### config.mk
export PLATFORM = sky130hd
export DESIGN_NAME = cache_line_writer
export DESIGN_NICKNAME = d
export VERILOG_FILES = /design/src/rtl/cache_line_writer.sv
export SDC_FILE = /design/constraint.sdc
export NUM_CORES = 2
export LEC_CHECK = 0
export ABC_CLOCK_PERIOD_IN_PS = 8480
export CORE_AREA = 2 2 645 647
export CTS_CLUSTER_DIAMETER = 40
export DETAILED_ROUTE_END_ITERATION = 12
export DIE_AREA = 0 0 647 649
export PLACE_DENSITY = 0.3
export SLEW_MARGIN = 30
export SYNTH_ARGS = -nofsm -noshare
export SYNTH_HDL_FRONTEND = slang
export SYNTH_SLANG_ARGS = --single-unit
export TNS_END_PERCENT = 1
### constraint.sdc
create_clock -name clk -period 8.48 [get_ports clk]
set_clock_uncertainty 0.1 [all_clocks]
set_input_delay 2.12 -clock clk [delete_from_list [all_inputs] [get_ports clk]]
set_output_delay 2.12 -clock clk [all_outputs]
set_load 0.02 [all_outputs]
### src/rtl/cache_line_writer.sv
// cache_line_writer
//   Builds the 512-bit line written into one way of the 2-way data cache.
//   There are two sources for the line:
//     - A store hit. The store word is byte-merged into the current line of
//       the way that hit.
//     - A refill. Sixteen 32-bit return beats are collected from the bus.
//       A pending store can be merged into the critical word.
//
//   Optional feature (macro CACHE_REFILL_WRAP_EN):
//     - When defined, the refill is a critical-word-first wrap burst. The beat
//       counter starts at the missed word index and wraps from 15 to 0.
//     - When undefined, the beat counter starts at word 0.
//
//   Ports:
//     clk, rst               clock; synchronous active-high reset
//     offset                 byte offset of the store or miss; word = offset[5:2]
//     hit                    per-way hit vector ([0]=way1, [1]=way2)
//     st_valid               store-hit request
//     st_pending             refill carries a store to merge
//     st_wdata, st_wstrb     store data and byte strobes
//     way1/2_rdata_reg       current lines of way1 and way2
//     refill_start           pulse that begins a refill
//     victim_way             refill target (0=way1, 1=way2)
//     ret_valid/data/last    return beat from the bus
//     ret_ready              beat accept; high only while filling
//     busy                   FSM not idle
//     way_we                 one-cycle line write enable per way
//     line_wdata             line write data; holds its value between writes
//     crit_valid/crit_data   raw critical word, one cycle after it arrives
//     refill_done            refill line is being written this cycle
//     fill_err               ret_last arrived before the 16th beat
//
//   Handshake: a return beat transfers on a cycle where ret_valid and
//   ret_ready are both high. ret_ready depends only on state, never on
//   ret_valid. st_valid and refill_start are sampled only in IDLE. While
//   busy is high, upstream holds these requests.
module cache_line_writer #(
    parameter int Offset_len    = 6,
    parameter int Segment_width = 32,
    parameter int Line_width    = 512
) (
    input  logic                       clk,
    input  logic                       rst,
    input  logic [Offset_len-1:0]      offset,
    input  logic [1:0]                 hit,
    input  logic                       st_valid,
    input  logic                       st_pending,
    input  logic [Segment_width-1:0]   st_wdata,
    input  logic [Segment_width/8-1:0] st_wstrb,
    input  logic [Line_width-1:0]      way1_rdata_reg,
    input  logic [Line_width-1:0]      way2_rdata_reg,
    input  logic                       refill_start,
    input  logic                       victim_way,
    input  logic                       ret_valid,
    input  logic [Segment_width-1:0]   ret_data,
    input  logic                       ret_last,
    output logic                       ret_ready,
    output logic                       busy,
    output logic [1:0]                 way_we,
    output logic [Line_width-1:0]      line_wdata,
    output logic                       crit_valid,
    output logic [Segment_width-1:0]   crit_data,
    output logic                       refill_done,
    output logic                       fill_err
);

    localparam int Idx_w  = Offset_len - 2;
    localparam int Byte_n = Segment_width / 8;

    typedef enum logic [1:0] {IDLE, HITWR, FILL, WRITE} state_t;

    // The state register is a named signal so that checkers can bind to it.
    state_t                     state;
    logic [Idx_w-1:0]           cnt;
    logic [Idx_w-1:0]           idx;
    logic                       victim;
    logic                       pend;
    logic [Segment_width-1:0]   wdata_q;
    logic [Byte_n-1:0]          wstrb_q;
    logic [Line_width-1:0]      line_buf;

    function automatic logic [Segment_width-1:0] merge_word(
        input logic [Segment_width-1:0] old_w,
        input logic [Segment_width-1:0] new_w,
        input logic [Byte_n-1:0]        strb
    );
        logic [Segment_width-1:0] r;
        r = old_w;
        for (int k = 0; k < Byte_n; k++) begin
            if (strb[k]) r[8*k +: 8] = new_w[8*k +: 8];
        end
        return r;
    endfunction

    logic [Idx_w-1:0]         idx_in;
    logic [Line_width-1:0]    hit_line;
    logic [Line_width-1:0]    hit_merged;
    logic                     beat_accept;
    logic [Segment_width-1:0] beat_word;
    logic [Line_width-1:0]    buf_next;
    logic [Idx_w-1:0]         end_idx;
    logic [Idx_w-1:0]         cnt_start;
    logic                     fill_end;

    assign idx_in = offset[Offset_len-1:2];

`ifdef CACHE_REFILL_WRAP_EN
    // In a wrap burst, the 16th beat lands in the word just before the start.
    assign cnt_start = idx_in;
    assign end_idx   = idx - Idx_w'(1);
`else
    assign cnt_start = '0;
    assign end_idx   = '1;
`endif

    assign ret_ready   = (state == FILL);
    assign busy        = (state != IDLE);
    assign beat_accept = (state == FILL) && ret_valid;
    assign fill_end    = beat_accept && ((cnt == end_idx) || ret_last);

    always_comb begin
        // When both ways hit, way1 takes priority.
        hit_line   = hit[0] ? way1_rdata_reg : way2_rdata_reg;
        hit_merged = hit_line;
        hit_merged[int'(idx_in)*Segment_width +: Segment_width] =
            merge_word(hit_line[int'(idx_in)*Segment_width +: Segment_width],
                       st_wdata, st_wstrb);

        beat_word = ret_data;
        if (pend && (cnt == idx)) beat_word = merge_word(ret_data, wdata_q, wstrb_q);
        buf_next = line_buf;
        buf_next[int'(cnt)*Segment_width +: Segment_width] = beat_word;
    end

    always_ff @(posedge clk) begin
        if (rst) begin
            state       <= IDLE;
            cnt         <= '0;
            idx         <= '0;
            victim      <= 1'b0;
            pend        <= 1'b0;
            wdata_q     <= '0;
            wstrb_q     <= '0;
            line_buf    <= '0;
            way_we      <= 2'b00;
            line_wdata  <= '0;
            crit_valid  <= 1'b0;
            crit_data   <= '0;
            refill_done <= 1'b0;
            fill_err    <= 1'b0;
        end else begin
            way_we      <= 2'b00;
            crit_valid  <= 1'b0;
            refill_done <= 1'b0;
            fill_err    <= 1'b0;
            case (state)
                IDLE: begin
                    if (refill_start) begin
                        state    <= FILL;
                        idx      <= idx_in;
                        victim   <= victim_way;
                        pend     <= st_pending;
                        wdata_q  <= st_wdata;
                        wstrb_q  <= st_wstrb;
                        line_buf <= '0;
                        cnt      <= cnt_start;
                    end else if (st_valid && (|hit)) begin
                        state      <= HITWR;
                        way_we     <= hit[0] ? 2'b01 : 2'b10;
                        line_wdata <= hit_merged;
                    end
                end
                HITWR: state <= IDLE;
                FILL: begin
                    if (beat_accept) begin
                        line_buf <= buf_next;
                        cnt      <= cnt + Idx_w'(1);
                        // The critical word is reported raw, before any store merge.
                        if (cnt == idx) begin
                            crit_valid <= 1'b1;
                            crit_data  <= ret_data;
                        end
                        // The write data comes from buf_next so the final beat
                        // reaches the line in the same cycle it is accepted.
                        if (fill_end) begin
                            state       <= WRITE;
                            way_we      <= victim ? 2'b10 : 2'b01;
                            line_wdata  <= buf_next;
                            refill_done <= 1'b1;
                            fill_err    <= ret_last && (cnt != end_idx);
                        end
                    end
                end
                WRITE:   state <= IDLE;
                default: state <= IDLE;
            endcase
        end
    end

endmodule

* Word-level counts from Yosys, hierarchy flattened
Cells that the tools add are included.
Cells by class: muxes and demuxes 37, shift operators 5, eq/ne operators 12, $mul 0, $add $sub $neg 3, reductions and logical operators 18, magnitude comparators 0, bitwise gates (word level) 3, divide/modulo/power cells 0
Operators by type and width (count):
- $mux 512 | 7
- $pmux 512 s2 | 2
- $bwmux 512 | 2
- $shift 32x33->512 const A | 2
- $shiftx 32x33->512 | 2
- $shiftx 512x10->32 | 1
- $neg 9->33 | 2
- $mux 8 | 8
- $mux 32 | 1
- $mux 2 | 10
- $reduce_and 3->1 | 3
- $mux 4 | 2
- $pmux 4 s2 | 1
- $ne 2x2->1 const B | 3
- $pmux 2 s3 | 1
- $logic_and 1x1->1 | 5
- $reduce_and 5->1 | 1
- $add 4x1->4 const B | 1
- $eq 2x2->1 const B | 2
- $eq 4x4->1 | 1
- $eq 4x4->1 const B | 1
- $ne 2x1->1 const B | 2
- $ne 4x4->1 const B | 1
- $pmux 2 s2 | 1
- other kinds (11) | 16
Word-level totals: memories 0, memory bits (writable) 0, bits in latches 0, bits in registers 1109, input port bits 1108, ROM bits 0, logic and storage cells 92

* Longest topological paths before layout
depth in word-level cells 8, mapped depth 14

* Worst setup path after synthesis
Ideal clock, no wire load.
path type in2reg, start point in offset[4], end point reg line_wdata[481], data required time 8.245 ns, cell stages on the path 13, data arrival time 4.997 ns, slack 3.249 ns, path buffers 6, path through buf_2 -> buf_2 -> clkbuf_1 -> clkbuf_1 -> nor2_1 -> ha_1 -> or4_1 -> clkbuf_1 -> o21ai_0 -> clkbuf_1 -> o21ai_0 -> a221oi_1 -> a211oi_1
Between the ends: word-level cells in the longest chain between the ends 7, elaborated cells on any way between the ends 12, those cells by class add/sub (1); shift (3); mux (8)
Ends and longest elaborated chain:
- start: declaration | line 44 | input logic [Offset_len-1:0] offset,
- $shiftx 512x10->32 | line 126 | merge_word(hit_line[int'(idx_in)*Segment_width +: Segment_width],
- $mux 8 | line 90 | if (strb[k]) r[8*k +: 8] = new_w[8*k +: 8];
- $shiftx 32x33->512 | line 125 | hit_merged[int'(idx_in)*Segment_width +: Segment_width] =
- $bwmux 512 (*) | line 125
- $mux 512 (*) | line 167 | end else if (st_valid && (|hit)) begin
- $mux 512 (*) | line 158 | if (refill_start) begin
- $pmux 512 s2 (*) | line 156 | case (state)
- end signal: assignment | line 170 | line_wdata <= hit_merged;
- end signal: assignment | line 188 | line_wdata <= buf_next;
- end: declaration | line 60 | output logic [Line_width-1:0] line_wdata,
Mark *: on every way between the ends. The rest lies on a longest branch, timed or not. The select of a mux whose other input is x is not followed. A chain may end at the register's enable or synchronous reset.

* Final worst setup path
start point in hit[0], end point reg line_wdata[355]
Between the ends: word-level cells in the longest chain between the ends 8, elaborated cells on any way between the ends 15, those cells by class eq/ne (1); shift (2); mux (9); reduce/logical (3)
Ends and longest elaborated chain:
- start: declaration | line 45 | input logic [1:0] hit,
- $mux 512 | line 123 | hit_line = hit[0] ? way1_rdata_reg : way2_rdata_reg;
- $shiftx 512x10->32 | line 126
- $mux 8 | line 90
- $shiftx 32x33->512 | line 125
- $bwmux 512 | line 125
- $mux 512 | line 167
- $mux 512 | line 158
- $pmux 512 s2 | line 156
Parallel ways exist; a longest one is shown, timed or not. The select of a mux whose other input is x is not followed.

==> flow_summary.ini <==
[status]
run_status = finished, final reports clean

[cts]
ctsResizeCount = 0
cts_max_level = 5
cts-root-to-sink-buffers = 4
worstSkewPairLatency_ns = 0.92
cts-buffers-inserted = 336
clkTransAtPathRegs_ns = 0.05
post_cts.repair.setup_buffers = 0
post_cts_hold_buffer_count = 0
clock_sink_count = 1109
tritoncts = done
cts-root-buf = sky130_fd_sc_hd__clkbuf_16

[setup_path]
setup.worst_path.end_class = register
critical-path-top-delay-family = buffers and inverters
setup.worst_path.start_class = input pin
cp.depth = 11
worstSetupPathType = input pin to register
timing.reg2reg.worst_path_depth = 8
slowest_cp_cell = sky130_fd_sc_hd__o22ai_1
crit_required_ns = 9.16
critical_path_peak_fanout = 56
cp_slowest_stage_delay_ns = 0.69
r2r_setup_slack_ns = 3.74
critical_path.n_buffers_inverters = 5
list_of_cells_traversed_by_the_critical_path = buf_8 -> buf_12 -> buf_12 -> mux2i_1 -> mux2i_1 -> o22ai_1 -> a211oi_4 -> buf_4 -> buf_4 -> a221oi_1 -> nor3_1
timing.critical_path.arrival_ns = 6.47

[die]
core_region_area_um2 = 413000
placement_rows = 236
die_h_um = 649
io_pins = 1659
starting_density_pct = 15.0
chipWidth_um = 647
die_area_um2 = 420000

[cells_and_area]
layout_commonest_cell = sky130_fd_sc_hd__clkdlybuf4s50_1
layout-drive-gt1-share_pct = 14.5
area_growth_pct = 56.7
commonest_cells_after_routing_fill_and_taps_aside = 1,650 x sky130_fd_sc_hd__clkdlybuf4s50_1, 1,109 x sky130_fd_sc_hd__dfxtp_1, 1,087 x sky130_fd_sc_hd__nor2_1, 654 x sky130_fd_sc_hd__nand2_1, 545 x sky130_fd_sc_hd__mux2i_1
layout.nets = 9686

[synth]
yosys_warnings = 0
ys_types = 71
synthArstFlopShare_pct = 0
post_synth.cell_area_avg_um2 = 8.65
synthesis.instances = 7153
syn-num-nets = 8266
ys_dominant_reg_cell = sky130_fd_sc_hd__dfxtp_1
ys_ff_latch = 1109
synth.yosys.seq_area_share_pct = 35.9
synth_enable_flop_cells = 0
netlist_area_um2 = 61900

[sta]
min_period_ns = 5.79
worstMarginPinSlew_ns = 1.15
slew_viol_final = 0
setup-tns-final_ns = 0
relSlewSlack_pct = 23.5
grt_setup_unrepaired = no
report.final.hold_viol_count = 0
timing.hold.ws_ns = 0.349
post-route-period-util_pct = 68.2
achievable-frequency_mhz = 173
report.final.setup_viol = 0

[routing]
drt.antenna.violating_nets = 0
dr.first_iter.drc_count = 7428
route.detailed.wl_per_inst_um = 39.9
drcViolationCount = 0
via_count = 71020
first_pass_iteration_count_of_the_detailed_router = 6
average_vias_per_placed_instance = 4.92
wl_um = 577000

[worst_hold_path]
timing.hold.worst_path_depth = 2
holdCritPathClass = register to register

[place]
globalplace.congestion = 0.920
io_buffers = 1656
place_hpwl_um = 450000

[global_routing]
grt_usage_pct = 26.3
grt_pass1_vias = 67741
grt.overflow.total = 0
grt_pass1_wl_um = 734000
grt_antenna_before_repair = 335
grt_max_degree = 190

[power_and_ir_drop]
power.total_mw = 24.7
total_leakage_power_nw = 33.5
max_vdd_drop_uv = 141
p_per_area_nw_per_um2 = 255

[run]
max-cap-violations = 0
==> power by group <==
group          switching (mW)  total, mW  internal (mW)  leakage (nW)
registers               0.243       5.81           5.57          9.03
logic                    3.71       5.65           1.94          18.7
clock network            4.08       13.3           9.21          5.78
total                    8.02       24.7           16.7          33.5
==> sequential cells by signal (all words and copies together), names as in the netlist <==
signal and count:
refill_done 1, line_buf 512, state 2, way_we 2, line_wdata 512, victim 1
wstrb_q 4, pend 1, fill_err 1, crit_data 32, cnt 4, crit_valid 1
wdata_q 32, idx 4
==> through the flow <==
step / cell area, um^2 / instances / utilization, % / worst slack (ns)
final: 96900 / 14443 / 23.5 / 2.69
after global routing: 96800 / 14383 / 23.5 / 2.72
after CTS: 96600 / 14316 / 23.4 / 2.86
after detailed placement: 84800 / 13707 / 20.6 / 1.86
after global placement: 84600 / 13698 / 20.5 / 1.80
after floorplan: 61900 / 7153 / - / 3.25
==> synthesized netlist by cell type (6+ instances only) <==
master	count	area [um^2]
sky130_fd_sc_hd__a211o_1	39	342
sky130_fd_sc_hd__a211oi_1	388	2910
sky130_fd_sc_hd__a211oi_2	14	175
sky130_fd_sc_hd__a211oi_4	16	320
sky130_fd_sc_hd__a21o_1	8	60.1
sky130_fd_sc_hd__a21oi_1	164	821
sky130_fd_sc_hd__a221o_1	32	320
sky130_fd_sc_hd__a221oi_1	449	3930
sky130_fd_sc_hd__a22oi_1	503	3780
sky130_fd_sc_hd__a2bb2oi_1	22	193
sky130_fd_sc_hd__a31oi_1	38	238
sky130_fd_sc_hd__and3_1	14	87.6
sky130_fd_sc_hd__buf_1	15	56.3
sky130_fd_sc_hd__buf_12	12	240
sky130_fd_sc_hd__buf_2	107	536
sky130_fd_sc_hd__buf_4	60	450
sky130_fd_sc_hd__buf_6	23	259
sky130_fd_sc_hd__clkbuf_1	631	2370
sky130_fd_sc_hd__dfxtp_1	1109	22200
sky130_fd_sc_hd__inv_1	31	116
sky130_fd_sc_hd__mux2_2	96	1080
sky130_fd_sc_hd__mux2i_1	547	5480
sky130_fd_sc_hd__mux4_2	166	3740
sky130_fd_sc_hd__nand2_1	657	2470
sky130_fd_sc_hd__nand2b_1	26	163
sky130_fd_sc_hd__nand3_1	6	30.0
sky130_fd_sc_hd__nor2_1	1101	4130
sky130_fd_sc_hd__nor2b_1	12	75.1
sky130_fd_sc_hd__nor3_1	165	826
sky130_fd_sc_hd__o211ai_1	79	593
sky130_fd_sc_hd__o21ai_0	414	2070
sky130_fd_sc_hd__o221a_2	32	360
sky130_fd_sc_hd__o221ai_1	33	289
sky130_fd_sc_hd__o22a_1	22	193
sky130_fd_sc_hd__o22ai_1	38	238
==> worst register-to-register path: cells and delay by family (launching register included) <==
family                   cells  cell delay [ns]
AO/OA/AOI/OAI                2             1.07
AND/OR/NAND/NOR              5             2.03
flip-flops                   1             0.91
adder cells (fa/ha/maj)      1             0.48
==> layout make-up <==
class	instances	area, um^2
antenna	125	313
clock buffer	474	9770
clock inverter	135	2020
fill	44602	316000
inverter	33	129
multi-input combinational	5160	36500
sequential	1109	22200
tap	5474	6850
timing repair buffer	1933	19200
==> kinds of logic (layout without fill, tap and decap cells) <==
| kind of cell | Yosys count | after routing | share of synthesized area [%] |
|---|---|---|---|
| simple gates | 2022 | 2022 | 13.1 |
| fa+ha+maj | 5 | 5 | 0.101 |
| xor+xnor | 7 | 7 | 0.0991 |
| compound gates | 2317 | 2317 | 27.6 |
| mux | 809 | 809 | 16.6 |
| buf+inv | 884 | 2575 | 6.59 |
| flops | 1109 | 1109 | 35.9 |
| other cells | 0 | 125 | 0 |
==> worst paths after layout <==
kind                                    from              end
worst max-delay path                  hit[0]  line_wdata[355]
worst min-delay path            line_buf[22]     line_buf[22]
worst max register to register        cnt[2]    line_buf[292]
worst min register to register  line_buf[22]     line_buf[22]
==> per-layer routing <==
layer / track usage, % / routed length (um) / up-vias
met3: 6.87 / 44700 / 968
met5: 0 / 558 / -
met2: 42.6 / 265000 / 3643
met4: 11.1 / 26800 / 86
met1: 32.7 / 240000 / 36217
li1: - / - / 30106
Power figures use the tool's default switching activity.
